$ cat src/rtl/cmp_stream_tracker_pkg.sv
// Shared state encoding and default widths for the frame max/min tracker.
package cmp_stream_tracker_pkg;
  localparam int DEF_WIDTH = 4;
  localparam int DEF_CNT_W = 8;

  typedef enum logic [1:0] {
    IDLE = 2'd0,
    ACC  = 2'd1,
    HOLD = 2'd2
  } state_t;
endpackage

$ cat src/rtl/cmp_stream_tracker_mag_cmp.sv
// Unsigned WIDTH-bit magnitude comparator: exactly one of agb/alb/aeqb is high.
module mag_cmp #(
  parameter int WIDTH = 4
) (
  input  logic [WIDTH-1:0] a,
  input  logic [WIDTH-1:0] b,
  output logic             agb,
  output logic             alb,
  output logic             aeqb
);
  assign agb  = (a > b);
  assign alb  = (a < b);
  assign aeqb = (a == b);
endmodule

$ cat src/rtl/cmp_stream_tracker.sv
// Accepts a framed sample stream and reports per-frame max/min, their first
// indices and the saturating sample count, held until the consumer takes it.
module cmp_stream_tracker
  import cmp_stream_tracker_pkg::*;
#(
  parameter int WIDTH = DEF_WIDTH,
  parameter int CNT_W = DEF_CNT_W
) (
  input  logic             clk,
  input  logic             rst,
  input  logic             in_valid,
  output logic             in_ready,
  input  logic [WIDTH-1:0] in_data,
  input  logic             in_last,
  output logic             out_valid,
  input  logic             out_ready,
  output logic [WIDTH-1:0] max_val,
  output logic [WIDTH-1:0] min_val,
  output logic [CNT_W-1:0] max_idx,
  output logic [CNT_W-1:0] min_idx,
  output logic [CNT_W-1:0] sample_cnt,
  output logic             cnt_ovf
);
  localparam logic [CNT_W-1:0] CNT_MAX = '1;

  state_t state, state_nxt;
  logic   accept;
  logic   gt_max, lt_max, eq_max;
  logic   gt_min, lt_min, eq_min;
  logic   upd_max, upd_min;

  // Handshake flags depend only on the registered state.
  assign in_ready  = (state != HOLD);
  assign out_valid = (state == HOLD);
  assign accept    = in_valid && in_ready;

  mag_cmp #(.WIDTH(WIDTH)) u_cmp_max (
    .a    (in_data),
    .b    (max_val),
    .agb  (gt_max),
    .alb  (lt_max),
    .aeqb (eq_max)
  );

  mag_cmp #(.WIDTH(WIDTH)) u_cmp_min (
    .a    (in_data),
    .b    (min_val),
    .agb  (gt_min),
    .alb  (lt_min),
    .aeqb (eq_min)
  );

  // Equal samples never replace the stored extreme, so the first occurrence wins.
  assign upd_max = gt_max && !eq_max && !lt_max;
  assign upd_min = lt_min && !eq_min && !gt_min;

  always_ff @(posedge clk or posedge rst) begin
    if (rst) state <= IDLE;
    else     state <= state_nxt;
  end

  always_comb begin
    state_nxt = state;
    case (state)
      IDLE:    if (accept) state_nxt = in_last ? HOLD : ACC;
      ACC:     if (accept && in_last) state_nxt = HOLD;
      HOLD:    if (out_ready) state_nxt = IDLE;
      default: state_nxt = IDLE;
    endcase
  end

  always_ff @(posedge clk or posedge rst) begin
    if (rst) begin
      max_val    <= '0;
      min_val    <= '0;
      max_idx    <= '0;
      min_idx    <= '0;
      sample_cnt <= '0;
      cnt_ovf    <= 1'b0;
    end else if (accept) begin
      if (state == IDLE) begin
        max_val    <= in_data;
        min_val    <= in_data;
        max_idx    <= '0;
        min_idx    <= '0;
        sample_cnt <= CNT_W'(1);
        cnt_ovf    <= 1'b0;
      end else begin
        // sample_cnt is the 0-based index of this beat, saturated.
        if (upd_max) begin
          max_val <= in_data;
          max_idx <= sample_cnt;
        end
        if (upd_min) begin
          min_val <= in_data;
          min_idx <= sample_cnt;
        end
        if (sample_cnt == CNT_MAX) cnt_ovf <= 1'b1;
        else                       sample_cnt <= sample_cnt + 1'b1;
      end
    end
  end
endmodule

$ cat config.mk
export PLATFORM = sky130hd
export DESIGN_NAME = cmp_stream_tracker
export DESIGN_NICKNAME = d
export VERILOG_FILES = /design/src/rtl/cmp_stream_tracker_pkg.sv /design/src/rtl/cmp_stream_tracker_mag_cmp.sv /design/src/rtl/cmp_stream_tracker.sv
export SDC_FILE = /design/constraint.sdc
export NUM_CORES = 1
export LEC_CHECK = 0
export CORE_ASPECT_RATIO = 0.8
export CORE_MARGIN = 2
export CORE_UTILIZATION = 40
export DETAILED_ROUTE_END_ITERATION = 12
export PLACE_DENSITY = 0.77
export SLEW_MARGIN = 0
export SYNTH_ARGS = -nofsm -noshare
export SYNTH_HDL_FRONTEND = slang
export SYNTH_SLANG_ARGS = --single-unit
$ cat constraint.sdc
create_clock -name clk -period 2.25 [get_ports clk]
set_input_delay 0.45 -clock clk [delete_from_list [all_inputs] [get_ports clk]]
set_output_delay 0.45 -clock clk [all_outputs]
set_load 0.02 [all_outputs]
==> results of run 1 <==
## area by class of cell
| class | count | area, um2 |
|---|---|---|
| repair buffers | 64 | 613.1 |
| well taps | 60 | 75.07 |
| clock inverters | 3 | 43.79 |
| clock buffers | 5 | 68.82 |
| fillers | 416 | 1943 |
| inverters | 19 | 71.32 |
| flip-flops and latches | 35 | 875.8 |
| multi-input cells | 133 | 933.4 |
## worst register-to-register path: stages, from the launching register on
cell	delay, ns
dfrtp_1	0.41
ha_1	0.27
nand2b_1	0.14
a211o_1	0.34
a31oi_4	0.20
buf_12	0.16
mux2i_1	0.20
## power groups by stage
stage | registers [mW] | clock network [mW] | logic [mW]
after floorplan | 1.08 | 0 | 0.573
after global placement | 0.938 | 0 | 1.23
after detailed placement | 0.939 | 0 | 1.25
after CTS | 0.931 | 0.573 | 1.26
after global routing | 0.951 | 0.607 | 1.37
final | 0.930 | 0.564 | 1.25
## kinds of logic (layout without fill, tap and decap cells)
group                    Yosys count  in the layout  synth area share [%]
buffers and inverters             27             91                 6.468
AO/OA/AOI/OAI                     40             40                 15.33
AND/OR/NAND/NOR                   66             66                 17.53
adder cells (fa/ha/maj)            9              9                 5.822
flip-flops                        35             35                 45.28
multiplexers                      18             18                 9.573
## stage by stage
| step | std cells | instance area, um2 | TNS, ns | total power [mW] |
|---|---|---|---|---|
| 2_1_floorplan | 195 | 1934 | 0 | 1.656 |
| 3_3_place_gp | 311 | 2569 | -1.052 | 2.164 |
| 3_5_place_dp | 311 | 2569 | -1.672 | 2.193 |
| 4_1_cts | 319 | 2681 | 0 | 2.765 |
| 5_1_grt | 319 | 2681 | 0 | 2.930 |
| 6_report | 319 | 2681 | 0 | 2.749 |
## path summary, 6_finish.rpt
check,cells past startpoint,from,slack [ns],to
max reg2reg,6,min_val[0]$_DFFE_PP0P_,0.45,min_idx[4]$_DFFE_PP0P_
min in group asynchronous,3,rst,0.56,max_val[0]$_DFFE_PP0P_
min,1,max_idx[6]$_DFFE_PP0P_,0.50,max_idx[6]$_DFFE_PP0P_
max in group asynchronous,3,rst,1.37,cnt_ovf$_DFFE_PP0P_
max,8,in_data[0],0.15,min_idx[4]$_DFFE_PP0P_
min reg2reg,1,max_idx[6]$_DFFE_PP0P_,0.50,max_idx[6]$_DFFE_PP0P_
## placed cells by master, fill, tap and decap left out, drive strengths merged, types with 2 or more instances in the layout
cell type      count
a211o              2
a21o               3
a21oi              6
a221oi             4
a22o               3
a31oi              3
and2               2
and3               6
buf               21
clkbuf             5
clkdlybuf4s50     43
clkinv             2
dfrtp             35
ha                 9
inv               19
mux2               4
mux2i             14
nand2             23
nand2b             4
nand3             10
nand3b             2
nand4              3
nor2               8
nor3b              4
o21a               2
o21ai             12
## cell usage after synthesis (all sizes together) (2+ instances only)
| cell | n | area (um2) |
|---|---|---|
| dfrtp | 35 | 875.8 |
| nand2 | 23 | 86.33 |
| inv | 19 | 71.32 |
| mux2i | 14 | 140.1 |
| o21ai | 12 | 60.06 |
| nand3 | 10 | 50.05 |
| ha | 9 | 112.6 |
| nor2 | 8 | 30.03 |
| buf | 7 | 50.05 |
| a21oi | 6 | 41.29 |
| and3 | 6 | 37.54 |
| a221oi | 4 | 35.03 |
| mux2 | 4 | 45.04 |
| nand2b | 4 | 25.02 |
| nor3b | 4 | 35.03 |
| a21o | 3 | 26.28 |
| a22o | 3 | 26.28 |
| a31oi | 3 | 33.78 |
| nand4 | 3 | 18.77 |
| a211o | 2 | 18.77 |
| and2 | 2 | 12.51 |
| nand3b | 2 | 15.01 |
| o21a | 2 | 15.01 |
## flip-flops by register name, indices dropped and copies added, names as in the netlist
register	flops
cnt_ovf	1
min_val	4
max_val	4
min_idx	8
max_idx	8
sample_cnt	8
state	2
## routing by layer
layer  wire length [um]  GRT usage (%)  part of all wire, %
met5                  0              0                    0
met4                100          8.125                  2.2
met2               1968          28.86                   43
met3                206          5.191                  4.5
met1               2291          27.09                   50
==> results.sh, run 1 <==
export IMPL_status="completed"
export IMPL_drc=0
export IMPL_path_class="primary input to flop"
export IMPL_preCtsSetupSlack_ns=-0.1653
export IMPL_nets=276
export IMPL_grt_max_degree=36
export IMPL_worst_setup_path_start_kind="primary input"
export IMPL_postCtsSetupRepairBufs=0
export IMPL_power_switching_mw=1.032
export IMPL_wl_um=4567
export IMPL_final_setup_viol_count=0
export IMPL_via_per_inst=5.238
export IMPL_antenna_cells=0
export IMPL_power_frac_seq_pct=33.8
export IMPL_cp_arrival_ns=2.31
export IMPL_drt_iter0_drc=85
export IMPL_drv_slew=0
export IMPL_async_flop_share_pct=100.0
export IMPL_ctsHoldBuffers=0
export IMPL_synth_cell_types=39
export IMPL_rsz0062_at_grt="no"
export IMPL_cts_buffers=5
export IMPL_overflow=0
export IMPL_p_comb_share_pct=45.6
export IMPL_synth_seq_cells=35
export IMPL_core_region_area_mm2=0.004624
export IMPL_clock_skew_ns=0.006828
export IMPL_vias=1671
export IMPL_ys_warn_count=0
export IMPL_p_per_area_mw_per_mm2=1025
export IMPL_postRouteAntennaNets=0
export IMPL_clk_pin_slew_ns=0.07
export IMPL_maxSlewHeadroom_pct=70.29
export IMPL_timing_hold_ws_ns=0.5013
export IMPL_synth_nets=213
export IMPL_cap_violations=0
export IMPL_fmax_mhz=476.8
export IMPL_grt_usage_pct=19.60
export IMPL_cts_sinks=35
export IMPL_cpPeakStageDelay_ns=0.47
export IMPL_io_buffers=43
export IMPL_area_growth_pct=38.62
export IMPL_fp_dieH_um=66.20
export IMPL_fin_ws_ns=0.1528
export IMPL_dr_pass1_iters=4
export IMPL_fp_dieW_um=81.75
export IMPL_path_cells="clkdlybuf4s50_1 -> inv_1 -> ha_1 -> nand2b_1 -> a211o_1 -> a31oi_4 -> buf_12 -> mux2i_1"
export IMPL_clock_path_buffers=2
export IMPL_finalWeightedCongestion=0.8353
export IMPL_switching_share_pct=37.53
export IMPL_synth_flop_cell="dfrtp_1"
export IMPL_clockRootBuffer="clkbuf_8"
export IMPL_routedWlPerCell_um=14.32
export IMPL_cts_resized=0
export IMPL_p_int_mw=1.717
export IMPL_syn_area_per_cell_um2=9.920
export IMPL_ir_worst_vdd_mv=0.5673
export IMPL_yosysSeqAreaShare_pct=45.28
export IMPL_crit_buf_inv=3
export IMPL_cp_slowest_cell="clkdlybuf4s50_1"
export IMPL_clkLatencyLatePin_ns=0.29
export IMPL_p_clk_share_pct=20.5
export IMPL_syn_inst=195
export IMPL_drive_above_1_share_pct=16.60
export IMPL_cts_tree="yes"
export IMPL_hold_viol_final=0
export IMPL_synth_edff_count=0
export IMPL_io_pin_count=44
export IMPL_hp_class="flop to flop"
export IMPL_required_ns=2.46
export IMPL_htree_levels=2
export IMPL_row_count=22
export IMPL_start_util_pct=41.83
export IMPL_syn_cell_area_mm2=0.001934
export IMPL_crit_family="buffers and inverters"
export IMPL_dieArea_mm2=0.005412
export IMPL_grt_pass1_wl_um=8017
export IMPL_grt_pass1_vias=1683
export IMPL_place_hpwl_um=3340
export IMPL_worst_pin_slew_ns=0.4457
export IMPL_p_leak_nw=1.193
export IMPL_crit_fanout=8
export IMPL_antenna_found_initial=0
export IMPL_fin_crit_ns=2.097
export IMPL_cp_end_kind="flop"
export IMPL_fin_crit_sh_pct=93.21
export IMPL_final_util_pct=57.98
(Power assumes the default switching activity.)
==> run 2, diff against run 1 <==
--- a/config.mk
+++ b/config.mk
@@ -5,6 +5,7 @@
 export SDC_FILE = /design/constraint.sdc
 export NUM_CORES = 1
 export LEC_CHECK = 0
+export CAP_MARGIN = 20
 export CORE_ASPECT_RATIO = 0.8
 export CORE_MARGIN = 2
 export CORE_UTILIZATION = 40
==> results of run 2 <==
No change in the layout: final DEF, timing and power equal those of run 1.
==> run 3, diff against run 2 <==
--- a/config.mk
+++ b/config.mk
@@ -10,7 +10,7 @@
 export CORE_MARGIN = 2
 export CORE_UTILIZATION = 40
 export DETAILED_ROUTE_END_ITERATION = 12
-export PLACE_DENSITY = 0.77
+export PLACE_DENSITY = 0.76
 export SLEW_MARGIN = 0
 export SYNTH_ARGS = -nofsm -noshare
 export SYNTH_HDL_FRONTEND = slang
==> run 3 against run 2 <==
Effect of this change:
- global-route usage down 0.75 points
- count of clock-buffer cells in the layout unchanged
- maximum frequency down 2.6%
- combinational power about the same
- utilization down 0.81 points
- via count down 2.8%
- worst hold slack worse by 0.0011 ns
- sequential share of layout area up 0.51 points
- final cell count down 0.63%
- non-clock buffer count down 2
- highest routed layer unchanged
- sequential power up 0.5%
==> results.sh, run 3 (same netlist as run 1, synthesis figures left out) <==
export IMPL_status="completed"
export IMPL_drive_above_1_share_pct=16.34
export IMPL_whs_path_depth=1
export IMPL_clkLatencyLatePin_ns=0.29
export IMPL_final_setup_viol_count=0
export IMPL_drt_iter0_drc=72
export IMPL_path_cells="nand2b_1 -> inv_1 -> clkdlybuf4s50_1"
export IMPL_crit_fanout=11
export IMPL_cts_tree="yes"
export IMPL_power_frac_seq_pct=35.6
export IMPL_start_util_pct=41.83
export IMPL_overflow=0
export IMPL_row_count=22
export IMPL_cts_buffers=5
export IMPL_core_region_area_mm2=0.004624
export IMPL_clk_pin_slew_ns=0.08
export IMPL_crit_family="buffers and inverters"
export IMPL_p_per_area_mw_per_mm2=994.1
export IMPL_grt_pass1_vias=1533
export IMPL_hold_viol_final=0
export IMPL_crit_buf_inv=2
export IMPL_area_growth_pct=36.68
export IMPL_vias=1625
export IMPL_path_class="flop to primary output"
export IMPL_timing_hold_ws_ns=0.5001
export IMPL_via_per_inst=5.126
export IMPL_worst_setup_path_start_kind="flop"
export IMPL_reg_largest_list="max_idx (8), min_idx (8), sample_cnt (8)"
export IMPL_cp_slowest_cell="clkdlybuf4s50_1"
export IMPL_switching_share_pct=39.15
export IMPL_ctsHoldBuffers=0
export IMPL_grt_usage_pct=18.85
export IMPL_fmax_mhz=464.5
export IMPL_clock_path_buffers=2
export IMPL_antenna_found_initial=0
export IMPL_hp_class="flop to flop"
export IMPL_p_leak_nw=1.164
export IMPL_p_int_mw=1.599
export IMPL_grt_max_degree=36
export IMPL_cp_end_kind="primary output"
export IMPL_p_comb_share_pct=47.2
export IMPL_routedWlPerCell_um=14.50
export IMPL_io_pin_count=44
export IMPL_p_clk_share_pct=17.2
export IMPL_drc=0
export IMPL_drv_slew=0
export IMPL_fp_dieH_um=66.20
export IMPL_fin_crit_ns=2.153
export IMPL_nets=274
export IMPL_worst_pin_slew_ns=0.4538
export IMPL_required_ns=1.80
export IMPL_clockRootBuffer="clkbuf_8"
export IMPL_rsz0062_at_grt="no"
export IMPL_antenna_cells=0
export IMPL_place_hpwl_um=3375
export IMPL_cp_num_cells=3
export IMPL_grt_pass1_wl_um=7610
export IMPL_dr_pass1_iters=4
export IMPL_clock_skew_ns=0.009984
export IMPL_cap_violations=0
export IMPL_cts_sinks=35
export IMPL_final_common_cell="clkdlybuf4s50_1"
export IMPL_reg2reg_depth=6
export IMPL_cpPeakStageDelay_ns=0.60
export IMPL_p_total_mw=2.628
export IMPL_postRouteAntennaNets=0
export IMPL_dieArea_mm2=0.005412
export IMPL_power_switching_mw=1.029
export IMPL_fin_setup_tns_ns=0
export IMPL_wl_um=4595
export IMPL_fp_dieW_um=81.75
export IMPL_finalWeightedCongestion=0.8453
export IMPL_ir_worst_vdd_mv=0.5258
export IMPL_cp_arrival_ns=1.70
export IMPL_io_buffers=43
export IMPL_final_cell_mix="clkdlybuf4s50_1, dfrtp_1, nand2_1"
export IMPL_htree_levels=2
export IMPL_maxSlewHeadroom_pct=69.75
export IMPL_fin_crit_sh_pct=95.69
==> run 3: metal layers <==
layer / routed length, um / track usage, % / vias to the layer above
met1: 2365 / 27.48 / 754
li1: - / - / 812
met4: 61 / 5.833 / 0
met5: 0 / 0 / -
met2: 1975 / 27.44 / 49
met3: 192 / 4.372 / 10
==> run 3: worst reg2reg max path, delay by kind of cell, from the launching register on <==
kind            cells  cell delay [ns]
compound gates      2             0.54
flops               1             0.42
fa+ha+maj           1             0.27
mux                 1             0.19
buf+inv             1             0.16
simple gates        1             0.13
==> run 3: path summary, 6_finish.rpt <==
kind,end,slack [ns],start
worst max-delay path,out_valid,0.1,state[0]$_DFFE_PP0P_
worst min-delay path,max_idx[6]$_DFFE_PP0P_,0.50,max_idx[6]$_DFFE_PP0P_
worst max register to register,min_idx[6]$_DFFE_PP0P_,0.45,min_val[0]$_DFFE_PP0P_
worst min register to register,max_idx[6]$_DFFE_PP0P_,0.50,max_idx[6]$_DFFE_PP0P_
max in group asynchronous,state[0]$_DFFE_PP0P_,1.34,rst
min in group asynchronous,max_val[1]$_DFFE_PP0P_,0.57,rst
==> run 3: repair_timing <==
action	CTS	global route
resized for setup	0	1
buffers inserted	0	0
hold endpoints to repair	0	0
setup endpoints to repair	0	1
==> run 3: area by class of cell <==
class                           instances  area (um2)
Fill cell                             404        1981
Multi-Input combinational cell        133       933.4
Sequential cell                        35       877.1
Timing Repair Buffer                   62       598.1
Tap cell                               60       75.07
Inverter                               19       71.32
Clock buffer                            5       68.82
Clock inverter                          3       20.02
==> run 3: power groups by stage <==
| stage | Clock, mW | Sequential (mW) | Combinational, mW |
|---|---|---|---|
| after floorplan | 0 | 1.08 | 0.573 |
| after global placement | 0 | 0.941 | 1.22 |
| after detailed placement | 0 | 0.946 | 1.24 |
| after CTS | 0.466 | 0.936 | 1.25 |
| after global routing | 0.505 | 0.959 | 1.36 |
| final | 0.453 | 0.935 | 1.24 |
==> run 3: through the flow <==
step	setup WS, ns	area [um2]	cells	utilization, %
6_report	0.09704	2644	317	57.17
5_1_grt	0.03342	2644	317	57.17
4_1_cts	0.06170	2643	317	57.14
3_5_place_dp	-0.1519	2554	309	55.22
3_3_place_gp	-0.1142	2554	309	55.22
2_1_floorplan	0.3205	1934	195	-
